**config.mk**
```make
export PLATFORM = sky130hd
export DESIGN_NAME = spi_reg_bank_flat
export DESIGN_NICKNAME = d
export VERILOG_FILES = /design/src/rtl/spi_reg_bank_if.sv /design/src/rtl/spi_reg_bank.sv /design/src/flat_wrapper.sv
export SDC_FILE = /design/constraint.sdc
export NUM_CORES = 1
export LEC_CHECK = 0
export BUFFER_PORTS_ARGS = -buffer_cell sky130_fd_sc_hd__buf_2
export CAP_MARGIN = 20
export CORE_UTILIZATION = 62
export CTS_BUF_LIST = sky130_fd_sc_hd__clkbuf_4
export DETAILED_ROUTE_END_ITERATION = 10
export PLACE_DENSITY_LB_ADDON = 0.08
export SYNTH_ARGS = -nofsm -noshare
export SYNTH_HDL_FRONTEND = slang
export SYNTH_SLANG_ARGS = --single-unit
```
**constraint.sdc**
```tcl
create_clock -name sysClk -period 5.4 [get_ports sysClk]
set_clock_uncertainty 0.1 [all_clocks]
set_input_delay 1.08 -clock sysClk [delete_from_list [all_inputs] [get_ports sysClk]]
set_output_delay 1.08 -clock sysClk [all_outputs]
set_load 0.01 [all_outputs]
```
**src/rtl/spi_reg_bank_if.sv**
```systemverilog
// Byte stream between the SPI mode-3 byte slave and the register bank.
// The slave side presents each received byte with a one-cycle valid pulse
// and picks up the byte to shift out on the next SPI byte.
interface spi_reg_bank_if;
    logic [7:0] rx;
    logic       rxValid;
    logic [7:0] tx;

    // Driven by the SPI byte slave (or a testbench standing in for it).
    modport master (
        output rx,
        output rxValid,
        input  tx
    );

    // Used by the register bank.
    modport slave (
        input  rx,
        input  rxValid,
        output tx
    );
endinterface

```
**src/rtl/spi_reg_bank.sv**
```systemverilog
// Framed read/write command parser and register bank behind an SPI byte
// slave. The first byte of a frame is {RW, A[6:0]}; following bytes are
// written to (RW=0) or read from (RW=1) an auto-incrementing address.
module spi_reg_bank #(
    parameter int         ADDR_W    = 4,
    parameter logic [7:0] IDLE_BYTE = 8'hA5,
    parameter logic [7:0] ERR_BYTE  = 8'hEE
) (
    input  logic                      sysClk,
    input  logic                      usrReset_n,
    input  logic                      SS,
    spi_reg_bank_if.slave             bus,
    output logic [8*(2**ADDR_W)-1:0]  regs,
    output logic                      wrStb,
    output logic [ADDR_W-1:0]         wrAddr,
    output logic [7:0]                wrData,
    output logic                      err
);

    localparam int NREGS = 2**ADDR_W;

    typedef enum logic [2:0] {
        ST_IDLE,
        ST_CMD,
        ST_WRITE,
        ST_READ,
        ST_ERR
    } state_t;

    state_t            r_state;
    state_t            w_state_nxt;

    logic              r_ss_meta;
    logic              r_ss_sync;
    logic              r_ss_act_d;
    logic              w_ss_act;
    logic              w_ss_rise;
    logic              w_ss_fall;

    logic [7:0]        r_regs [NREGS];
    logic [ADDR_W-1:0] r_ptr;
    logic [ADDR_W-1:0] w_ptr_nxt;
    logic [ADDR_W-1:0] w_ptr_inc;
    logic [7:0]        r_tx;
    logic [7:0]        w_tx_nxt;
    logic              r_err;
    logic              w_err_nxt;
    logic              w_do_write;
    logic              r_wr_stb;
    logic [ADDR_W-1:0] r_wr_addr;
    logic [7:0]        r_wr_data;

    logic [ADDR_W-1:0] w_cmd_addr;
    logic [6:0]        w_cmd_hi;

    assign w_ss_act   = ~r_ss_sync;
    assign w_ss_rise  = w_ss_act & ~r_ss_act_d;
    assign w_ss_fall  = ~w_ss_act & r_ss_act_d;
    assign w_ptr_inc  = r_ptr + ADDR_W'(1);
    assign w_cmd_addr = bus.rx[ADDR_W-1:0];
    assign w_cmd_hi   = bus.rx[6:0] >> ADDR_W;

    // Two-flop synchronizer on SS plus a delayed copy for edge detection.
    // The flops reset to "select active" so that a reset in the middle of a
    // frame cannot manufacture a frame start: SS must go inactive and then
    // active again before the parser listens to bytes.
    always_ff @(posedge sysClk or negedge usrReset_n) begin
        if (!usrReset_n) begin
            r_ss_meta  <= 1'b0;
            r_ss_sync  <= 1'b0;
            r_ss_act_d <= 1'b1;
        end else begin
            // NOTE: sequential state uses non-blocking assignments so every
            // flop samples the pre-edge value of its neighbours.
            r_ss_meta  <= SS;
            r_ss_sync  <= r_ss_meta;
            r_ss_act_d <= w_ss_act;
        end
    end

    // Frame state register.
    always_ff @(posedge sysClk or negedge usrReset_n) begin
        if (!usrReset_n) r_state <= ST_IDLE;
        else             r_state <= w_state_nxt;
    end

    // Next-state, pointer, tx and error decisions; SS falling wins over any
    // byte arriving in the same cycle.
    always_comb begin
        // NOTE: every signal gets a default before the branches, otherwise a
        // path that does not assign it would infer a latch.
        w_state_nxt = r_state;
        w_ptr_nxt   = r_ptr;
        w_tx_nxt    = r_tx;
        w_err_nxt   = r_err;
        w_do_write  = 1'b0;

        if (w_ss_fall) begin
            w_state_nxt = ST_IDLE;
            w_tx_nxt    = IDLE_BYTE;
        end else begin
            unique case (r_state)
                ST_IDLE: begin
                    if (w_ss_rise) begin
                        w_state_nxt = ST_CMD;
                        w_err_nxt   = 1'b0;
                        w_tx_nxt    = IDLE_BYTE;
                    end
                end
                ST_CMD: begin
                    if (bus.rxValid) begin
                        if (w_cmd_hi != 7'd0) begin
                            w_state_nxt = ST_ERR;
                            w_err_nxt   = 1'b1;
                            w_tx_nxt    = ERR_BYTE;
                        end else begin
                            w_ptr_nxt = w_cmd_addr;
                            if (bus.rx[7]) begin
                                w_state_nxt = ST_READ;
                                w_tx_nxt    = r_regs[w_cmd_addr];
                            end else begin
                                w_state_nxt = ST_WRITE;
                            end
                        end
                    end
                end
                ST_WRITE: begin
                    if (bus.rxValid) begin
                        w_do_write = 1'b1;
                        w_ptr_nxt  = w_ptr_inc;
                    end
                end
                ST_READ: begin
                    if (bus.rxValid) begin
                        w_ptr_nxt = w_ptr_inc;
                        w_tx_nxt  = r_regs[w_ptr_inc];
                    end
                end
                ST_ERR: begin
                    w_tx_nxt = ERR_BYTE;
                end
                default: begin
                    w_state_nxt = ST_IDLE;
                    w_tx_nxt    = IDLE_BYTE;
                end
            endcase
        end
    end

    // Register bank, pointer, tx byte, error flag and write reporting.
    always_ff @(posedge sysClk or negedge usrReset_n) begin
        if (!usrReset_n) begin
            // NOTE: the bank is reset on purpose because its contents are
            // architecturally visible after reset; this keeps it in flops
            // rather than a RAM macro, which is fine at this size.
            for (int k = 0; k < NREGS; k++) r_regs[k] <= 8'h00;
            r_ptr     <= '0;
            r_tx      <= IDLE_BYTE;
            r_err     <= 1'b0;
            r_wr_stb  <= 1'b0;
            r_wr_addr <= '0;
            r_wr_data <= 8'h00;
        end else begin
            r_ptr    <= w_ptr_nxt;
            r_tx     <= w_tx_nxt;
            r_err    <= w_err_nxt;
            r_wr_stb <= w_do_write;
            if (w_do_write) begin
                r_regs[r_ptr] <= bus.rx;
                r_wr_addr     <= r_ptr;
                r_wr_data     <= bus.rx;
            end
        end
    end

    // Flatten the bank: register k occupies bits [8k+7:8k].
    for (genvar k = 0; k < NREGS; k++) begin : g_flat
        assign regs[8*k +: 8] = r_regs[k];
    end

    assign bus.tx = r_tx;
    assign wrStb  = r_wr_stb;
    assign wrAddr = r_wr_addr;
    assign wrData = r_wr_data;
    assign err    = r_err;

endmodule

```
**src/flat_wrapper.sv**
```systemverilog
// flat-port wrapper written by rule: the top's interface ports become plain ports
module spi_reg_bank_flat 
#(
    parameter int         ADDR_W    = 4,
    parameter logic [7:0] IDLE_BYTE = 8'hA5,
    parameter logic [7:0] ERR_BYTE  = 8'hEE
)
  (sysClk, usrReset_n, SS, regs, wrStb, wrAddr, wrData, err, bus_rx, bus_rxValid, bus_tx);
  spi_reg_bank_if bus_i ();
  input  logic sysClk;
  input  logic usrReset_n;
  input  logic SS;
  output logic [8*(2**ADDR_W)-1:0] regs;
  output logic wrStb;
  output logic [ADDR_W-1:0] wrAddr;
  output logic [7:0] wrData;
  output logic err;
  input wire logic [$bits(bus_i.rx)-1:0] bus_rx;
  input wire logic [$bits(bus_i.rxValid)-1:0] bus_rxValid;
  output wire logic [$bits(bus_i.tx)-1:0] bus_tx;
  assign bus_i.rx = bus_rx;
  assign bus_i.rxValid = bus_rxValid;
  assign bus_tx = bus_i.tx;
  spi_reg_bank #(.ADDR_W(ADDR_W), .IDLE_BYTE(IDLE_BYTE), .ERR_BYTE(ERR_BYTE)) u_core (.sysClk(sysClk), .usrReset_n(usrReset_n), .SS(SS), .bus(bus_i), .regs(regs), .wrStb(wrStb), .wrAddr(wrAddr), .wrData(wrData), .err(err));
endmodule
```
==> summary.md <==
| Metric | Value |
|---|---|
| Status | completed |
| Post-synthesis sequential area ratio | 47.82% |
| WL final | 23,580 um |
| Post-synth net total | 618 |
| Tmin final | 3045 ps |
| Register area | 4011 um2 |
| Ys Warns | 0 |
| Violation count after the first detailed-route iteration | 692 |
| Crit path launch type | register |
| Hold WC Path Type | register to register |
| Unrepaired setup endpoints after global routing | false |
| Layout area overhead | 14.67% |
| All-Layer GR Usage | 35.08% |
| Final Max Tran Viols | 0 |
| Tightest Pin Transition | 1066 ps |
| CP delay by family, top | simple AND/OR/NAND/NOR gates |
| Synthesized instance count | 602 |
| P per Cell Area | 375.6 nW/um2 |
| Setup total negative slack | 0 ps |
| Hold Path Stages | 0 |
| Die ar. | 13,990 um2 |
| Routability Congestion | 0.8710 |
| Setup Fix Bufs, Post-CTS | 0 |
| DR vias/cell | 6.632 |
| # resized after CTS | 0 |
| Vias in the first global route | 5,939 |
| Fin nets | 753 |
| CTS Buf Count | 17 |
| Primary FF master, synth | dfrtp_1 |
| Worst-path fanout max | 17 |
| Die Ht | 118.3 um |
| Post-synth EDFFs | 0 |
| R2R Setup Slk | 2350 ps |
| TritonCTS clock tree | done |
| Congestion Overflow GR | 0 |
| Drt first pass iters | 7 |
| Max H-tree Level | 4 |
| Tcrit/Tclk final | 56.40% |
| Ys async rst share | 100.0% |
| Antenna-violating nets left | 0 |
| Worst Path Buf+Inv | 2 |
| Area of the multi-input gates | 4119 um2 |
| Crit path from | u_core.r_state[2] |
| Largest net degree at the start of global routing | 70 |
| Leak Pwr | 4.917 nW |
| Die width | 118.3 um |
| Critical path's slowest cell | and2_1 |
| Max Cap Viol | 0 |
| Hold_buf cts | 0 |
| Clk pin slew, worst setup/hold paths | 130 ps |
| Share of cells above drive strength 1 | 53.74% |
| CTS sink cnt | 160 |
| Row cnt | 42 |
| Arr. time, crit path | 3410 ps |
| Worst setup path class | register to register |
| Synth cell types | 44 |
| Syn_area_per_cell | 13.93 um2 |
| Worst min-delay path startpoint | u_core.r_ss_meta |
| Placed cells | 894 |
| Area after DPL | 9238 um2 |
| Wire per inst | 25.49 um |
| Latest clock arrival within the worst-skew pair | 560 ps |
| Initial antenna violation count | 1 |
| Design area | 9615 um2 |
| CORE AREA | 13,190 um2 |
| Global-route wire length before repair | 35,990 um |
| Max-slew headroom | 28.92% |
| Dpl hpwl | 15,860 um |
| CP endpoint kind | register |
| Final routed DRC violation total | 0 |
| IO Pins | 162 |
| Layout filler cell count | 900 |
| Utilization after layout | 72.90% |
| Root Buffer | clkbuf_4 |
| Initial core utilization | 63.57% |
| F_max | 328.4 MHz |
| Final Non-Filler Cells | 925 |
| Netlist Area Pre-Place | 8386 um2 |
| Endpoints failing hold | 0 |
| Via count | 6,135 |
| Final Power | 3.612 mW |
| Final setup viols | 0 |
| Synth Register Bits | 160 |
| Crit. path cell count | 8 |
| Required time of the worst setup path | 5760 ps |
| Cell Chain, Critical Path | a21oi_2 > nand4b_2 > buf_4 > inv_1 > nand2_1 > nor2_1 > and2_1 > mux2_2 |
| Worst reg2reg startpoint | u_core.r_state[2] |
| Worst IR Drop VDD | 0.2520 mV |
| Port buffer count | 161 |
| Slowest stage delay, CP | 600 ps |
| Cells on worst reg2reg path | 8 |
| CTS max path bufs | 2 |
logic make-up after synthesis:
kind of cell,count (synthesis),share of synthesized area (%)
compound gates,55,4.059
xor+xnor,3,0.3134
fa+ha+maj,4,0.5969
buf+inv,57,3.148
flops,160,47.82
mux,214,37.82
simple gates,109,6.237
where the power goes:
| group | internal, mW | switching, mW | leakage (nW) |
|---|---|---|---|
| sequential | 1.36 | 0.186 | 2.17 |
| clock | 0.503 | 0.424 | 0.185 |
| combinational | 0.511 | 0.629 | 2.57 |
| total | 2.37 | 1.24 | 4.92 |
path summary, 6_finish.rpt:
| kind | end |
|---|---|
| max | u_core.regs[67] |
| min in group asynchronous | u_core.regs[84] |
| min reg2reg | u_core.r_ss_sync |
| min | u_core.r_ss_sync |
| max reg2reg | u_core.regs[67] |
| max in group asynchronous | u_core.regs[107] |
metrics by stage:
| step | setup slack (ps) | hold WS [ps] |
|---|---|---|
| after detailed placement | 1886 | 252.4 |
| after floorplan | 2367 | 231.2 |
| final | 2355 | 275.5 |
| after global placement | 1965 | 251.4 |
| after CTS | 2386 | 280.4 |
| after global routing | 2224 | 290.9 |
final cells by class:
type                    count  share of cell area (%)
clock inverters            12                   2.498
well taps                 176                   2.290
multi-input cells         385                   42.84
diodes                      1                 0.02602
flip-flops and latches    160                   41.72
clock buffers              18                   1.405
repair buffers            169                   9.070
inverters                   4                  0.1561
state kept, by name (all words and copies together), names as in the netlist:
register and count:
u_core.bus.tx 8, u_core.err 1, u_core.r_ptr 4, u_core.r_ss_act_d 1, u_core.r_ss_meta 1, u_core.r_ss_sync 1, u_core.r_state 3, u_core.regs 128
u_core.wrAddr 4, u_core.wrData 8, u_core.wrStb 1
per-layer routing:
| metal | vias to the layer above | global-route usage, % | wire length [um] |
|---|---|---|---|
| met3 | 50 | 12.11 | 2470 |
| li1 | 2534 | - | - |
| met4 | 0 | 10.58 | 634 |
| met1 | 3131 | 51.50 | 9959 |
| met2 | 420 | 49.67 | 10510 |
| met5 | - | 0 | 0 |
layout by cell type, fill, tap and decap left out, types with 5 or more instances in the layout:
master	count
o22ai_1	10
mux2_2	126
nor3_1	5
nand3_1	9
and2_1	9
clkbuf_4	18
nor2_1	15
a211oi_1	6
buf_4	8
mux4_1	5
o21ai_0	14
a21oi_1	13
buf_2	160
nand2_1	49
dfstp_2	5
mux4_2	63
bufinv_16	7
dfrtp_1	154
mux2i_1	18
nor2b_1	5
synth_stat cells, types with 5 or more instances:
master | number | area share (%)
and2_1 | 9 | 0.67
mux4_1 | 5 | 1.6
o21ai_0 | 14 | 0.84
nor2b_1 | 5 | 0.37
mux2_2 | 126 | 17
buf_2 | 19 | 1.1
nor3_1 | 5 | 0.30
a21oi_1 | 13 | 0.78
nand2_1 | 49 | 2.2
a211oi_1 | 6 | 0.54
clkbuf_1 | 26 | 1.2
mux4_2 | 63 | 17
mux2i_1 | 18 | 2.1
dfrtp_1 | 155 | 46
dfstp_2 | 5 | 1.6
nand3_1 | 9 | 0.54
o22ai_1 | 10 | 0.75
nor2_1 | 15 | 0.67
worst register-to-register path, delay by kind of cell (launching register included):
kind / cells / cell delay, ps
compound gates: 1 / 280
buf+inv: 2 / 580
flops: 1 / 520
mux: 1 / 430
simple gates: 4 / 1050
Power figures use the tool's default switching activity.
